`src/rtl/mips_multicycle_ctrl.sv`:
```
// Multicycle control FSM for the 8-bit MIPS-subset datapath.
// Outputs are a Moore decode of the state, gated by mem_ready/zero where a state needs them.
module mips_multicycle_ctrl (
  input  logic       ph1,
  input  logic       reset,
  input  logic [5:0] op,
  input  logic       zero,
  input  logic       mem_ready,
  output logic       memread,
  output logic       memwrite,
  output logic       iord,
  output logic [3:0] irwrite,
  output logic       pcen,
  output logic [1:0] pcsource,
  output logic       alusrca,
  output logic [1:0] alusrcb,
  output logic [1:0] aluop,
  output logic       regdst,
  output logic       memtoreg,
  output logic       regwrite,
  output logic       instr_done,
  output logic       illegal_op
);

  localparam logic [5:0] OP_RTYPE = 6'b000000;
  localparam logic [5:0] OP_LB    = 6'b100000;
  localparam logic [5:0] OP_SB    = 6'b101000;
  localparam logic [5:0] OP_BEQ   = 6'b000100;
  localparam logic [5:0] OP_J     = 6'b000010;
  localparam logic [5:0] OP_ADDI  = 6'b001000;

  typedef enum logic [3:0] {
    S_FETCH1  = 4'd0,
    S_FETCH2  = 4'd1,
    S_FETCH3  = 4'd2,
    S_FETCH4  = 4'd3,
    S_DECODE  = 4'd4,
    S_MEMADR  = 4'd5,
    S_LBRD    = 4'd6,
    S_LBWR    = 4'd7,
    S_SBWR    = 4'd8,
    S_RTYPEEX = 4'd9,
    S_RTYPEWR = 4'd10,
    S_BEQEX   = 4'd11,
    S_JEX     = 4'd12,
    S_ADDIEX  = 4'd13,
    S_ADDIWR  = 4'd14
  } state_e;

  state_e state_q, state_d;
  logic   pcwrite;
  logic   branch;

  // State register; reset abandons any partial instruction.
  always_ff @(posedge ph1) begin
    if (reset) state_q <= S_FETCH1;
    else       state_q <= state_d;
  end

  // Next-state and output decode.
  always_comb begin
    state_d    = S_FETCH1;
    memread    = 1'b0;
    memwrite   = 1'b0;
    iord       = 1'b0;
    irwrite    = 4'b0000;
    pcsource   = 2'b00;
    alusrca    = 1'b0;
    alusrcb    = 2'b00;
    aluop      = 2'b00;
    regdst     = 1'b0;
    memtoreg   = 1'b0;
    regwrite   = 1'b0;
    instr_done = 1'b0;
    illegal_op = 1'b0;
    pcwrite    = 1'b0;
    branch     = 1'b0;
    pcen       = 1'b0;

    unique case (state_q)
      S_FETCH1, S_FETCH2, S_FETCH3, S_FETCH4: begin
        memread = 1'b1;
        alusrcb = 2'b01;
        // Byte latch and PC increment happen only on the cycle memory delivers.
        if (mem_ready) begin
          pcwrite = 1'b1;
          unique case (state_q)
            S_FETCH1: begin irwrite = 4'b0001; state_d = S_FETCH2; end
            S_FETCH2: begin irwrite = 4'b0010; state_d = S_FETCH3; end
            S_FETCH3: begin irwrite = 4'b0100; state_d = S_FETCH4; end
            default:  begin irwrite = 4'b1000; state_d = S_DECODE; end
          endcase
        end else begin
          state_d = state_q;
        end
      end
      S_DECODE: begin
        alusrcb = 2'b11;
        unique case (op)
          OP_LB, OP_SB: state_d = S_MEMADR;
          OP_RTYPE:     state_d = S_RTYPEEX;
          OP_BEQ:       state_d = S_BEQEX;
          OP_J:         state_d = S_JEX;
          OP_ADDI:      state_d = S_ADDIEX;
          default: begin
            state_d    = S_FETCH1;
            illegal_op = 1'b1;
            instr_done = 1'b1;
          end
        endcase
      end
      S_MEMADR: begin
        alusrca = 1'b1;
        alusrcb = 2'b10;
        if (op == OP_LB)      state_d = S_LBRD;
        else if (op == OP_SB) state_d = S_SBWR;
        else                  state_d = S_FETCH1;
      end
      S_LBRD: begin
        memread = 1'b1;
        iord    = 1'b1;
        state_d = mem_ready ? S_LBWR : S_LBRD;
      end
      S_LBWR: begin
        regwrite   = 1'b1;
        memtoreg   = 1'b1;
        instr_done = 1'b1;
      end
      S_SBWR: begin
        memwrite   = 1'b1;
        iord       = 1'b1;
        instr_done = mem_ready;
        state_d    = mem_ready ? S_FETCH1 : S_SBWR;
      end
      S_RTYPEEX: begin
        alusrca = 1'b1;
        aluop   = 2'b10;
        state_d = S_RTYPEWR;
      end
      S_RTYPEWR: begin
        regwrite   = 1'b1;
        regdst     = 1'b1;
        instr_done = 1'b1;
      end
      S_BEQEX: begin
        alusrca    = 1'b1;
        aluop      = 2'b01;
        branch     = 1'b1;
        pcsource   = 2'b01;
        instr_done = 1'b1;
      end
      S_JEX: begin
        pcwrite    = 1'b1;
        pcsource   = 2'b10;
        instr_done = 1'b1;
      end
      S_ADDIEX: begin
        alusrca = 1'b1;
        alusrcb = 2'b10;
        state_d = S_ADDIWR;
      end
      S_ADDIWR: begin
        regwrite   = 1'b1;
        instr_done = 1'b1;
      end
      default: state_d = S_FETCH1;
    endcase

    pcen = pcwrite | (branch & zero);

    // Reset masks every enable so no architectural state can change.
    if (reset) begin
      memread    = 1'b0;
      memwrite   = 1'b0;
      iord       = 1'b0;
      irwrite    = 4'b0000;
      pcen       = 1'b0;
      pcsource   = 2'b00;
      alusrca    = 1'b0;
      alusrcb    = 2'b00;
      aluop      = 2'b00;
      regdst     = 1'b0;
      memtoreg   = 1'b0;
      regwrite   = 1'b0;
      instr_done = 1'b0;
      illegal_op = 1'b0;
    end
  end

endmodule

```
`config.mk`:
```
export PLATFORM = sky130hd
export DESIGN_NAME = mips_multicycle_ctrl
export DESIGN_NICKNAME = d
export VERILOG_FILES = /design/src/rtl/mips_multicycle_ctrl.sv
export SDC_FILE = /design/constraint.sdc
export NUM_CORES = 1
export LEC_CHECK = 0
export ABC_AREA = 1
export CORE_MARGIN = 2
export CORE_UTILIZATION = 40
export CTS_BUF_LIST = sky130_fd_sc_hd__clkbuf_16
export DETAILED_ROUTE_END_ITERATION = 16
export DONT_BUFFER_PORTS = 1
export PLACE_DENSITY = 0.62
export SYNTH_ARGS = -nofsm -noshare
export SYNTH_HDL_FRONTEND = slang
export SYNTH_SLANG_ARGS = --single-unit
```
`constraint.sdc`:
```
create_clock -name ph1 -period 2.3 [get_ports ph1]
set_input_delay 0.46 -clock ph1 [delete_from_list [all_inputs] [get_ports ph1]]
set_output_delay 0.46 -clock ph1 [all_outputs]
set_load 0.01 [all_outputs]
```
==> qor.txt, run 1 <==
Proportion of netlist area held by the largest area contributor: 0.165
Count of distinct cell types in the synthesized netlist: 23
Std cell rows: 14
Simple logic cell fraction of the synthesized area: 0.629
Die height: 45.4 um
Worst-skew pair later-pin latency: 0.22 ns
Starting density of the core: 0.439
Buffers & Inverters on Critical Path: 1
Yosys synthesis warning count: 0
Utilization of the core after routing: 0.483
Cell area reported after detailed placement: 678 um^2
Setup TNS: 0 ns
Root buffer cell: sky130_fd_sc_hd__clkbuf_16
Cell type group with the largest total delay on the critical path: flip-flops
Most frequent cell on the critical path: sky130_fd_sc_hd__nor2_1
Maximum level of the CTS H-tree: 1
Power density over cell area: 541 nW/um^2
Cells resized by post-CTS repair: 0
Count of endpoints failing setup in the final report: 0
Maximum number of pins on one net before global-route repair: 19
# diodes: 0
Leading area contributor after synthesis: sky130_fd_sc_hd__nor2_1
Required time of the critical path: 1.84 ns
Clock edge transition at the registers on the reported setup and hold paths: 0.03 ns
Path class of the lowest-slack min-delay path: primary input to flip-flop
Vias after detailed routing: 788
Synthesized-area fraction occupied by adder cells: 0
Routed length per placed instance: 11.5 um
Worst voltage drop across the vdd grid: 0.405 mV
Status: finished clean
Hold depth: 1
Bufs on Longest Clock Path: 2
Category of the most critical setup path: flip-flop to primary output
Number of input and output port buffers inserted: 0
Tightest slew margin relative to the limit: 0.719
Maximum fanout count along the critical path: 8
Horiz. Die Dim: 45.4 um
Die area: 2060 um^2
Slack of the critical path: 0.290 ns
Netlist area before placement: 684 um^2
Standard cell core area: 1560 um^2
Number of sinks on the clock net: 4
Avg Cell Area, Syn: 5.31 um^2
Net count, final: 141
Post-detailed-routing wire length: 1670 um
Area used by multi-input combinational logic: 510 um^2
Register-to-register setup slack: 0.90 ns
Vias in the first global route: 637
Top-count cell post-synth: sky130_fd_sc_hd__nor2_1
Vias per inst: 5.43
Leading register cell type out of synthesis: sky130_fd_sc_hd__dfxtp_1
Register ranked first by flip-flop count: state_q
Max reg flops: 4
Grt ovf: 0
Worst slack at placement: 0.541 ns
FF+latch area: 80.1 um^2
Post-detail-place hpwl: 1360 um
Synth Net Count: 139
Final critical path time including I/O delays and setup: 2.01 ns
Worst stage delay on the critical path: 0.57 ns
Largest registers: state_q x4
Max-cap viol count: 0
Yosys reg bits: 4
Worst-path cell with the longest stage delay: sky130_fd_sc_hd__dfxtp_1
Total iterations of the first detailed-routing run: 4
Worst reg2reg path depth: 9
Launching point of the worst reg2reg path: state_q[3]
Gp weighted congestion: 0.930
Critical Path End Type: primary output
Worst hold start: reset
Cell types with the largest area share after synthesis: sky130_fd_sc_hd__nor2_1 (16%), sky130_fd_sc_hd__nand2_1 (12%), sky130_fd_sc_hd__dfxtp_1 (12%)
Number of primary I/O pins: 30
Global-route usage over all layers: 0.170
Final total power: 0.000407 W
Wire length of the first global-routing pass: 2600 um
FILL cells: 176
Hold Fails Final Rpt: 0
Critical path cell sequence: inv_2, nand2_2, nor2_1, a21oi_1, nand3_1, nor2_1, nor2_1
Reg-to-reg endpoint: state_q[1]
Worst clock skew on the final layout: 0.000482 ns
Final count of pins violating max slew: 0
End point of the most critical hold path: state_q[3]
P&R area growth vs syn: 10.1%
Ratio of cells with drive above 1 in the final layout: 0.171
Number of antenna violations at the first check in global routing: 0
Drc violations: 0
Count of hold-fix buffers inserted at cts: 0
EDFF count, synth: 0
Main combinational cell family by area after synthesis: simple AND/OR/NAND/NOR gates
Number of design-rule violations left by the first detailed-router iteration: 16
Number of buffers inserted during clock tree synthesis: 3
XOR/XNOR Fraction of Synth Area: 0
Post-synthesis cell count: 129
Worst Path Arrival: 1.55 ns
Setup repair after global routing missed its margin: no
Clock tree from TritonCTS: done
Static power due to leakage: 0.340 nW
Synth Area in Compound Gates: 0.117
Most frequent cells after synthesis: sky130_fd_sc_hd__nor2_1 (30), sky130_fd_sc_hd__nand2_1 (22), sky130_fd_sc_hd__nand3_1 (16)
Final Instance Area: 753 um^2
Number of buffers inserted to repair setup after CTS: 0
Startpoint kind of the worst setup timing path: flip-flop
Final period utilization: 0.874
Mux cell area share after synthesis: 0
Slew of the pin with the lowest slew margin: 0.420 ns
F_max: 0.497 GHz
Number of nets still failing antenna checks after routing: 0
Fraction of synthesis flops using an asynchronous set or reset pin: 0
Sequential-to-total area share from yosys stat: 0.117
[placed cells by master, fill, tap and decap left out]
cell,synthesis,final
sky130_fd_sc_hd__nor2_1,30,30
sky130_fd_sc_hd__nand2_1,22,22
sky130_fd_sc_hd__a22oi_1,1,1
sky130_fd_sc_hd__a21oi_1,6,6
sky130_fd_sc_hd__nand3_2,1,1
sky130_fd_sc_hd__inv_1,13,13
sky130_fd_sc_hd__nand3b_1,1,1
sky130_fd_sc_hd__nor2_4,2,2
sky130_fd_sc_hd__nor3_1,6,6
sky130_fd_sc_hd__o21ai_0,3,3
sky130_fd_sc_hd__nand3_1,16,16
sky130_fd_sc_hd__nand4_1,1,1
sky130_fd_sc_hd__clkbuf_16,0,3
sky130_fd_sc_hd__a31oi_1,1,1
sky130_fd_sc_hd__nand2_4,2,2
sky130_fd_sc_hd__o22ai_1,1,1
sky130_fd_sc_hd__dfxtp_1,4,4
sky130_fd_sc_hd__o211ai_1,1,1
sky130_fd_sc_hd__inv_2,5,5
sky130_fd_sc_hd__nor2_2,6,6
sky130_fd_sc_hd__nand2_2,3,3
sky130_fd_sc_hd__o21bai_1,1,1
[power by group]
| part | internal (W) | total [W] | leakage [nW] | switching, W |
|---|---|---|---|---|
| sequential | 0.0000730 | 0.0000790 | 0.0326 | 0.00000604 |
| clock | 0.000222 | 0.000271 | 0.0370 | 0.0000492 |
| combinational | 0.0000173 | 0.0000567 | 0.270 | 0.0000394 |
| total | 0.000312 | 0.000407 | 0.340 | 0.0000947 |
[per-layer routing]
| layer | part of all wire | routed length, um | vias up | GRT usage |
|---|---|---|---|---|
| met5 | 0 | 0 | - | 0 |
| met4 | 0.011 | 19 | 0 | 0.0529 |
| met3 | 0.035 | 58 | 2 | 0.0240 |
| met2 | 0.48 | 796 | 20 | 0.289 |
| met1 | 0.48 | 798 | 349 | 0.220 |
| li1 | - | - | 417 | - |
[stage by stage]
stage | hold WS [ns] | instances
after floorplan | 0.509 | 129
after global placement | 0.535 | 142
after detailed placement | 0.537 | 142
after CTS | 0.305 | 145
after global routing | 0.302 | 145
final | 0.306 | 145
[cells by family after synthesis]
| family | Yosys count |
|---|---|
| AOI/OAI and AO/OA | 14 |
| buffers and inverters | 21 |
| DFF | 4 |
| and+or+nand+nor | 90 |
[worst max path at each step]
| stage | start | end | slack, ns | cells past startpoint |
|---|---|---|---|---|
| 2_1_floorplan | op[5] | instr_done | 0.70 | 6 |
| 3_3_place_gp | op[5] | instr_done | 0.59 | 6 |
| 3_5_place_dp | state_q[3] | instr_done | 0.54 | 7 |
| 4_1_cts | state_q[3] | instr_done | 0.31 | 7 |
| 5_1_grt | state_q[3] | instr_done | 0.15 | 7 |
| 6_report | state_q[3] | instr_done | 0.29 | 7 |
[layout make-up]
cell class	instances	area share
multi-input combinational	104	0.678
tap	16	0.0266
sequential	4	0.106
clock buffer	3	0.0997
inverter	18	0.0897
Power figures use the tool's default switching activity.
==> run 2, diff against run 1 <==
Settings changed: CTS_CLUSTER_SIZE set to 30.
==> results of run 2 <==
The final DEF is identical to that of run 1; final timing and power are the same.
==> run 3, diff against run 2 <==
Settings changed: MAX_ROUTING_LAYER set to met4.
==> run 3 against run 2 <==
Against the previous run: die area unchanged; power rose by 1.7%; non-clock buffer count unchanged; critical path type unchanged.
==> qor.txt, run 3 (synthesis results as in run 1) <==
Horiz. Die Dim: 45.4 um
Number of design-rule violations left by the first detailed-router iteration: 24
Vias after detailed routing: 810
# diodes: 0
Startpoint kind of the worst setup timing path: flip-flop
Critical Path End Type: primary output
Cell area reported after detailed placement: 678 um^2
Total iterations of the first detailed-routing run: 4
Sequential share of power: 0.191
Worst voltage drop across the vdd grid: 0.280 mV
Worst clock skew on the final layout: 0.00160 ns
Worst-skew pair later-pin latency: 0.23 ns
Number of antenna violations at the first check in global routing: 0
Hold depth: 1
Setup crit start: state_q[3]
Max-cap viol count: 0
Worst Hold Margin: 0.306 ns
Count of hold-fix buffers inserted at cts: 0
Root buffer cell: sky130_fd_sc_hd__clkbuf_16
Count of endpoints failing setup in the final report: 0
Power spent charging and discharging nets: 0.000101 W
Maximum number of pins on one net before global-route repair: 19
Starting density of the core: 0.439
Worst stage delay on the critical path: 0.56 ns
Final critical path time including I/O delays and setup: 1.99 ns
Launching point of the worst reg2reg path: state_q[3]
Cells resized by post-CTS repair: 0
Cell type group with the largest total delay on the critical path: flip-flops
Required time of the critical path: 1.84 ns
P&R area growth vs syn: 10.1%
Clock edge transition at the registers on the reported setup and hold paths: 0.03 ns
Setup repair after global routing missed its margin: no
Vias per inst: 5.59
Worst hold start: reset
Number of buffers inserted during clock tree synthesis: 3
Worst reg2reg path depth: 9
Hold Fails Final Rpt: 0
Largest registers: state_q x4
Clock tree from TritonCTS: done
Slew of the pin with the lowest slew margin: 0.417 ns
Wire length of the first global-routing pass: 2730 um
Number of nets still failing antenna checks after routing: 0
Final Instance Area: 753 um^2
Register ranked first by flip-flop count: state_q
Path class of the lowest-slack min-delay path: primary input to flip-flop
F_max: 0.501 GHz
Drc violations: 0
Commonest cells after routing, fill and taps aside: sky130_fd_sc_hd__nor2_1 (30), sky130_fd_sc_hd__nand2_1 (22), sky130_fd_sc_hd__nand3_1 (16)
Number of buffers inserted to repair setup after CTS: 0
Maximum fanout count along the critical path: 8
Standard cell core area: 1560 um^2
Tightest slew margin relative to the limit: 0.722
Power density over cell area: 550 nW/um^2
Portion of total power attributed to combinational logic: 0.139
Utilization of the core after routing: 0.483
Number of input and output port buffers inserted: 0
Net count, final: 141
Critical path cell sequence: inv_2, nand2_2, nor2_1, a21oi_1, nand3_1, nor2_1, nor2_1
Die area: 2060 um^2
Final total power: 0.000414 W
Post-detailed-routing wire length: 1750 um
Gp weighted congestion: 0.923
Most frequent cell on the critical path: sky130_fd_sc_hd__nor2_1
Max reg flops: 4
Ratio of cells with drive above 1 in the final layout: 0.171
Status: finished clean
Number of sinks on the clock net: 4
Sw Share: 0.244
Static power due to leakage: 0.340 nW
Commonest non-fill, non-tap cell in the layout: sky130_fd_sc_hd__nor2_1
Final period utilization: 0.867
Maximum level of the CTS H-tree: 1
Bufs on Longest Clock Path: 2
Routed length per placed instance: 12.1 um
Grt ovf: 0
Post-detail-place hpwl: 1340 um
Worst-path cell with the longest stage delay: sky130_fd_sc_hd__dfxtp_1
Worst Path Arrival: 1.53 ns
Setup TNS: 0 ns
Global-route usage over all layers: 0.186
Buffers & Inverters on Critical Path: 1
Category of the most critical setup path: flip-flop to primary output
Vias in the first global route: 680
Path length in cells of the critical path: 7
Final count of pins violating max slew: 0
Internal portion of total power: 0.000313 W
Std cell rows: 14
Part of the power in the clock network: 0.671
Die height: 45.4 um
Number of primary I/O pins: 30
-- run 3: cell counts in the layout (fill, tap and decap cells not counted) --
No cell type changed its count.
-- run 3: worst reg2reg max path, delay by kind of cell, from the launching register on --
family                 cells  cell delay [ns]
AND/OR/NAND/NOR            8             0.63
flip-flops                 1             0.56
buffers and inverters      1             0.11
-- run 3: path summary, 6_finish.rpt --
kind                                   end  slack [ns]
worst min register to register  state_q[0]        0.58
worst max-delay path            instr_done        0.31
worst max register to register  state_q[1]        0.89
worst min-delay path            state_q[3]        0.31
-- run 3: stage by stage --
step	setup slack (ns)	cells
finish	0.305	145
global route	0.156	145
CTS	0.327	145
detailed placement	0.567	142
global placement	0.587	142
floorplan	0.704	129
-- run 3: power groups by stage --
stage               registers, W  logic (W)  clock network, W
global route           0.0000800  0.0000641          0.000285
global placement       0.0000797  0.0000563                 0
detailed placement     0.0000798  0.0000568                 0
floorplan              0.0000784  0.0000535                 0
finish                 0.0000790  0.0000574          0.000278
CTS                    0.0000789  0.0000573          0.000277
-- run 3: per-layer routing --
layer / up-vias / share of wire / track usage
met5: - / 0 / -
met3: 5 / 0.057 / 0.0240
met2: 33 / 0.47 / 0.309
met4: 0 / 0.021 / 0.0882
met1: 359 / 0.45 / 0.222
li1: 413 / - / -
-- run 3: area by class of cell --
class | instances | area [um^2]
Tap cell | 16 | 20.0
Clock buffer | 3 | 75.1
Inverter | 18 | 67.6
Sequential cell | 4 | 80.1
Multi-Input combinational cell | 104 | 510
Fill cell | 178 | 806
